`src/rtl/seq_pattern_detector.sv`:
```
// Serial pattern detector with a runtime-loadable pattern, a length and an overlap mode.
// The history shift register and the fill count track recent valid bits. A registered
// one-cycle pulse marks each match.
// Build option: define SEQDET_MATCH_COUNT_EN to add the saturating match counter and its
// synchronous clear. Without it, match_count reads 0 and count_clear has no effect.
module seq_pattern_detector #(
  parameter int PAT_W = 8,
  parameter int LEN_W = 4,
  parameter int CNT_W = 16
) (
  input  logic             clock,
  input  logic             reset,
  input  logic             sequence_in,
  input  logic             in_valid,
  input  logic             cfg_load,
  input  logic [PAT_W-1:0] cfg_pattern,
  input  logic [LEN_W-1:0] cfg_len,
  input  logic             cfg_overlap,
  input  logic             count_clear,
  output logic             detector_out,
  output logic [CNT_W-1:0] match_count
);

  localparam logic [LEN_W-1:0] PAT_W_L     = LEN_W'(PAT_W);
  localparam logic [LEN_W-1:0] MIN_LEN     = LEN_W'(2);
  localparam logic [LEN_W-1:0] RST_LEN     = LEN_W'(3);
  localparam logic [PAT_W-1:0] RST_PATTERN = PAT_W'(3'b101);

  logic [PAT_W-1:0] history_q, history_d;
  logic [LEN_W-1:0] fill_q, fill_d;
  logic [PAT_W-1:0] pattern_q, pattern_d;
  logic [LEN_W-1:0] len_q, len_d;
  logic             overlap_q, overlap_d;
  logic             detector_out_q, detector_out_d;

  logic [PAT_W-1:0] shifted;
  logic [PAT_W-1:0] mask;
  logic [LEN_W-1:0] eff_len;
  logic             fill_ok;
  logic             match;

  // The oldest history bit drops out on the next shift. It is never compared.
  logic unused_history_msb;
  assign unused_history_msb = history_q[PAT_W-1];

  // Match decode: compare the shifted-in history against the pattern over eff_len bits.
  // cfg_load takes priority and discards the incoming bit.
  always_comb begin
    eff_len = (len_q > PAT_W_L) ? PAT_W_L : len_q;
    shifted = {history_q[PAT_W-2:0], sequence_in};
    mask    = '0;
    for (int i = 0; i < PAT_W; i++) begin
      mask[i] = (LEN_W'(i) < eff_len);
    end
    fill_ok = (({1'b0, fill_q} + (LEN_W+1)'(1)) >= {1'b0, eff_len});
    match   = in_valid && !cfg_load && (len_q >= MIN_LEN) && fill_ok &&
              ((shifted & mask) == (pattern_q & mask));
  end

  // Next-state logic for the configuration, history and fill registers, and the pulse.
  always_comb begin
    history_d      = history_q;
    fill_d         = fill_q;
    pattern_d      = pattern_q;
    len_d          = len_q;
    overlap_d      = overlap_q;
    detector_out_d = 1'b0;
    if (cfg_load) begin
      pattern_d = cfg_pattern;
      len_d     = cfg_len;
      overlap_d = cfg_overlap;
      history_d = '0;
      fill_d    = '0;
    end else if (in_valid) begin
      history_d      = shifted;
      detector_out_d = match;
      if (match && !overlap_q) begin
        fill_d = '0;
      end else if (fill_q < PAT_W_L) begin
        fill_d = fill_q + LEN_W'(1);
      end
    end
  end

  // State registers. Reset is asynchronous and restores the default 3-bit pattern 101, with overlap on.
  always_ff @(posedge clock or posedge reset) begin
    if (reset) begin
      history_q      <= '0;
      fill_q         <= '0;
      pattern_q      <= RST_PATTERN;
      len_q          <= RST_LEN;
      overlap_q      <= 1'b1;
      detector_out_q <= 1'b0;
    end else begin
      history_q      <= history_d;
      fill_q         <= fill_d;
      pattern_q      <= pattern_d;
      len_q          <= len_d;
      overlap_q      <= overlap_d;
      detector_out_q <= detector_out_d;
    end
  end

  assign detector_out = detector_out_q;

`ifdef SEQDET_MATCH_COUNT_EN
  localparam logic [CNT_W-1:0] CNT_MAX = '1;

  logic [CNT_W-1:0] count_q, count_d;

  // Saturating match counter. A clear overrides a coincident match.
  always_comb begin
    count_d = count_q;
    if (count_clear) begin
      count_d = '0;
    end else if (match && (count_q != CNT_MAX)) begin
      count_d = count_q + CNT_W'(1);
    end
  end

  // Counter register. Reset clears it asynchronously.
  always_ff @(posedge clock or posedge reset) begin
    if (reset) begin
      count_q <= '0;
    end else begin
      count_q <= count_d;
    end
  end

  assign match_count = count_q;
`else
  logic unused_count_clear;
  assign unused_count_clear = count_clear;
  assign match_count        = '0;
`endif

endmodule

```
`config.mk`:
```
export PLATFORM = sky130hd
export DESIGN_NAME = seq_pattern_detector
export DESIGN_NICKNAME = d
export VERILOG_FILES = /design/src/rtl/seq_pattern_detector.sv
export SDC_FILE = /design/constraint.sdc
export NUM_CORES = 1
export LEC_CHECK = 0
export BUFFER_PORTS_ARGS = -buffer_cell sky130_fd_sc_hd__buf_2
export CORE_MARGIN = 10
export CORE_UTILIZATION = 25
export DETAILED_ROUTE_END_ITERATION = 10
export HOLD_SLACK_MARGIN = 0.08
export PLACE_DENSITY = 0.44
export SETUP_SLACK_MARGIN = 0.3
export SLEW_MARGIN = 20
export SYNTH_ARGS = -nofsm -noshare
export SYNTH_HDL_FRONTEND = slang
export SYNTH_SLANG_ARGS = --single-unit
```
`constraint.sdc`:
```
create_clock -name clock -period 4.9 [get_ports clock]
set_clock_uncertainty 0.05 [all_clocks]
set_input_delay 0.245 -clock clock [delete_from_list [all_inputs] [get_ports clock]]
set_output_delay 0.245 -clock clock [all_outputs]
set_load 0.05 [all_outputs]
```
==> metrics.txt <==
# TYPE chip_impl_metric gauge
chip_impl_info{name="run_status",value="completed"} 1
chip_impl_metric{name="ant_nets",unit=""} 0
chip_impl_metric{name="vdd_drop_max",unit="uV"} 98.2
chip_impl_metric{name="cts.sink_count",unit=""} 25
chip_impl_metric{name="layout_overhead_on_the_synthesized_area",unit="%"} 8.48
chip_impl_metric{name="postCtsHoldBufs",unit=""} 0
chip_impl_info{name="worst_path_dominant_cell_family",value="flip-flops"} 1
chip_impl_metric{name="vias_in_the_first_global_route",unit=""} 1049
chip_impl_metric{name="place_congestion",unit=""} 0.697
chip_impl_metric{name="detailedPlacementHpwl",unit="um"} 2320
chip_impl_metric{name="final.setup.worst_slack",unit="ns"} 2.84
chip_impl_metric{name="core_area",unit="um^2"} 5890
chip_impl_metric{name="max-clock-path-buffers",unit=""} 2
chip_impl_metric{name="synth_async_sr_flop_share",unit="%"} 100
chip_impl_metric{name="timing.final.hold_violations",unit=""} 0
chip_impl_info{name="crit_path_start_kind",value="flip-flop"} 1
chip_impl_metric{name="cp.required",unit="ns"} 5.06
chip_impl_metric{name="floorplan.rows",unit=""} 28
chip_impl_metric{name="cts-htree-levels",unit=""} 1
chip_impl_info{name="prevailing_post_synth_register_cell",value="dfrtp_1"} 1
chip_impl_metric{name="grt_start_max_net_pins",unit=""} 28
chip_impl_metric{name="gr-total-overflow",unit=""} 0
chip_impl_metric{name="detail_route.drc_violations",unit=""} 0
chip_impl_metric{name="cts_made_buffers",unit=""} 3
chip_impl_info{name="synth_area_leaders",value="dfrtp_1 33%, dfstp_2 8.7%, mux2_2 8.2%, buf_4 8.0%, mux2i_1 5.3%"} 1
chip_impl_metric{name="crit_arrival",unit="ns"} 2.22
chip_impl_metric{name="antenna_violations_before_repair",unit=""} 0
chip_impl_metric{name="synth_cell_types",unit=""} 34
chip_impl_metric{name="min_period",unit="ns"} 2.06
chip_impl_metric{name="dp_worst_setup_slack",unit="ns"} 2.84
chip_impl_metric{name="synth.top_cell.area_share",unit="%"} 33.3
chip_impl_metric{name="synthesis.area",unit="um^2"} 1510
chip_impl_info{name="worst-setup-path-type",value="reg -> reg"} 1
chip_impl_metric{name="slew_headroom",unit="%"} 36.7
chip_impl_metric{name="antenna_cells_inserted",unit=""} 0
chip_impl_metric{name="period_share",unit="%"} 42.0
chip_impl_metric{name="port_buffers",unit=""} 18
chip_impl_info{name="synth_commonest_cells",value="20 x dfrtp_1, 16 x buf_4, 11 x mux2_2, 9 x nor2_1, 9 x xnor2_1"} 1
chip_impl_metric{name="fraction_of_final_layout_cells_with_drive_strength_greater_than_1",unit="%"} 32.7
chip_impl_metric{name="setup_viol",unit=""} 0
chip_impl_metric{name="yosys_warnings",unit=""} 0
chip_impl_metric{name="grt_util_all_layers",unit="%"} 6.21
chip_impl_metric{name="report.final.slew_viol_count",unit=""} 0
chip_impl_metric{name="initial_utilization",unit="%"} 25.6
chip_impl_info{name="hold_path_class",value="in -> async"} 1
chip_impl_metric{name="routed_wirelength",unit="um"} 2980
chip_impl_metric{name="synth-seq-area-share",unit="%"} 42.0
chip_impl_metric{name="worstSkewPairLatency",unit="ns"} 0.26
chip_impl_info{name="end_kind",value="flip-flop"} 1
chip_impl_metric{name="number_of_drc_markers_in_iteration_0",unit=""} 38
chip_impl_metric{name="power_density",unit="nW/um^2"} 284
chip_impl_info{name="most_repeated_cell_in_the_gate_level_netlist_after_synthesis",value="dfrtp_1"} 1
chip_impl_info{name="cts_tree",value="done"} 1
chip_impl_metric{name="nNetsFinal",unit=""} 172
chip_impl_metric{name="finalHoldWorstSlack",unit="ns"} 0.130
chip_impl_metric{name="timing_worst_slew_pin_value",unit="ns"} 0.949
chip_impl_metric{name="placed_cells",unit=""} 218
chip_impl_info{name="synth_area_leader_cell",value="dfrtp_1"} 1
chip_impl_metric{name="ys_seq_elements",unit=""} 25
chip_impl_info{name="cts.root.buffer_cell",value="clkbuf_8"} 1
chip_impl_metric{name="crit_path_max_incr_delay",unit="ns"} 0.61
chip_impl_metric{name="power.leakage",unit="nW"} 0.730
chip_impl_metric{name="detailedRoute.firstPassIterationCount",unit=""} 2
chip_impl_metric{name="maxClockFrequency",unit="GHz"} 0.485
chip_impl_metric{name="via_per_inst",unit=""} 4.27
chip_impl_metric{name="design.portCount",unit=""} 36
chip_impl_metric{name="reg2reg_slack",unit="ns"} 2.84
chip_impl_info{name="critical_path.cell_chain",value="or2b_2 > ha_1 > a211oi_1 > o21ai_0 > and3_1"} 1
chip_impl_metric{name="post_synthesis_cells",unit=""} 131
chip_impl_metric{name="fin_tns_setup",unit="ns"} 0
chip_impl_metric{name="clk_pin_slew",unit="ns"} 0.09
chip_impl_metric{name="fp.dieArea",unit="um^2"} 9520
chip_impl_metric{name="avgRoutedWirePerCell",unit="um"} 13.4
chip_impl_metric{name="layout.cells.non_filler",unit=""} 222
chip_impl_metric{name="dieWidth",unit="um"} 97.6
chip_impl_metric{name="synth_enable_flop_cells",unit=""} 0
chip_impl_metric{name="crit_path_buf_inv_count",unit=""} 0
chip_impl_metric{name="via_count",unit=""} 949
chip_impl_metric{name="power.total",unit="uW"} 464
chip_impl_metric{name="cap_viol_max_count",unit=""} 0
chip_impl_info{name="slowest_stage",value="dfstp_2"} 1
chip_impl_metric{name="ctsResizeCount",unit=""} 0
chip_impl_metric{name="die_height",unit="um"} 97.6
chip_impl_metric{name="synthesis.area_per_instance",unit="um^2"} 11.5
chip_impl_metric{name="crit_path_max_fanout",unit=""} 7
chip_impl_metric{name="wire_length_of_the_first_global_routing_pass",unit="um"} 5020
chip_impl_info{name="grt_setup_unrepaired",value="no"} 1
chip_impl_metric{name="cts_setup_buffers",unit=""} 0
-- cell type report --
| class | instances | area, um^2 |
|---|---|---|
| Clock buffer | 4 | 45.0 |
| Fill cell | 657 | 4250 |
| Inverter | 3 | 11.3 |
| Multi-Input combinational cell | 97 | 761 |
| Sequential cell | 25 | 632 |
| Tap cell | 75 | 93.8 |
| Timing Repair Buffer | 18 | 90.1 |
-- state kept, by name, indices dropped and copies added (netlist names) --
signal	flops
pattern_q	8
history_q	7
fill_q	4
len_q	4
detector_out	1
overlap_q	1
-- metal layers --
metal | track usage, % | up-vias | part of all wire [%]
met5 | 0 | - | 0
met4 | 1.68 | 0 | 0.47
met3 | 1.56 | 2 | 3.4
met2 | 11.6 | 17 | 55
met1 | 6.70 | 475 | 41
li1 | - | 455 | -
-- path summary, 6_finish.rpt --
kind                                     startpoint                        to  cells after the start
setup / recovery               len_q[1]$_DFFE_PP1P_    detector_out$_DFF_PP0_                      5
hold / removal                                reset  history_q[0]$_DFFE_PP0P_                      2
setup reg to reg               len_q[1]$_DFFE_PP1P_    detector_out$_DFF_PP0_                      5
hold reg to reg            pattern_q[4]$_DFFE_PP0P_  pattern_q[4]$_DFFE_PP0P_                      1
max in group asynchronous                     reset      len_q[3]$_DFFE_PP0P_                      2
min in group clock                       cfg_len[3]      len_q[3]$_DFFE_PP0P_                      3
-- layout by cell type, fill, tap and decap left out --
cell       count
dfrtp_1       20
buf_2         18
conb_1        16
mux2_2        11
xnor2_1        9
nor2_1         9
mux2i_1        8
a31oi_1        6
ha_1           5
dfstp_2        5
nand2_1        4
o21ai_0        4
inv_1          3
xor2_1         3
or2b_2         3
clkbuf_8       3
nand2b_1       2
a211oi_1       2
nand3_1        2
or2_2          2
nor4b_2        1
o22ai_1        1
o32ai_2        1
o21bai_1       1
o32ai_4        1
nor3_2         1
or4b_4         1
a2111oi_4      1
a41oi_1        1
and3_1         1
nand3b_1       1
clkbuf_1       1
-- logic make-up after synthesis --
logic type | Yosys count | share of synthesized area [%]
xor+xnor | 12 | 6.98
flops | 25 | 42.0
compound gates | 18 | 11.1
fa+ha+maj | 5 | 4.16
buf+inv | 24 | 11.2
mux | 19 | 13.5
simple gates | 27 | 10.8
other cells | 1 | 0.249
-- report_power, final --
part | switching (mW) | total, mW | internal (mW)
combinational | 0.0659 | 0.105 | 0.0387
sequential | 0.0161 | 0.239 | 0.223
clock | 0.0621 | 0.120 | 0.0580
total | 0.144 | 0.464 | 0.320
-- stage by stage --
stage,instance area [um^2],utilization [%]
floorplan,1560,-
global placement,1590,27.0
detailed placement,1590,27.0
global route,1630,27.7
CTS,1630,27.7
finish,1630,27.7
Note: power is estimated with default switching activity, not from simulation.
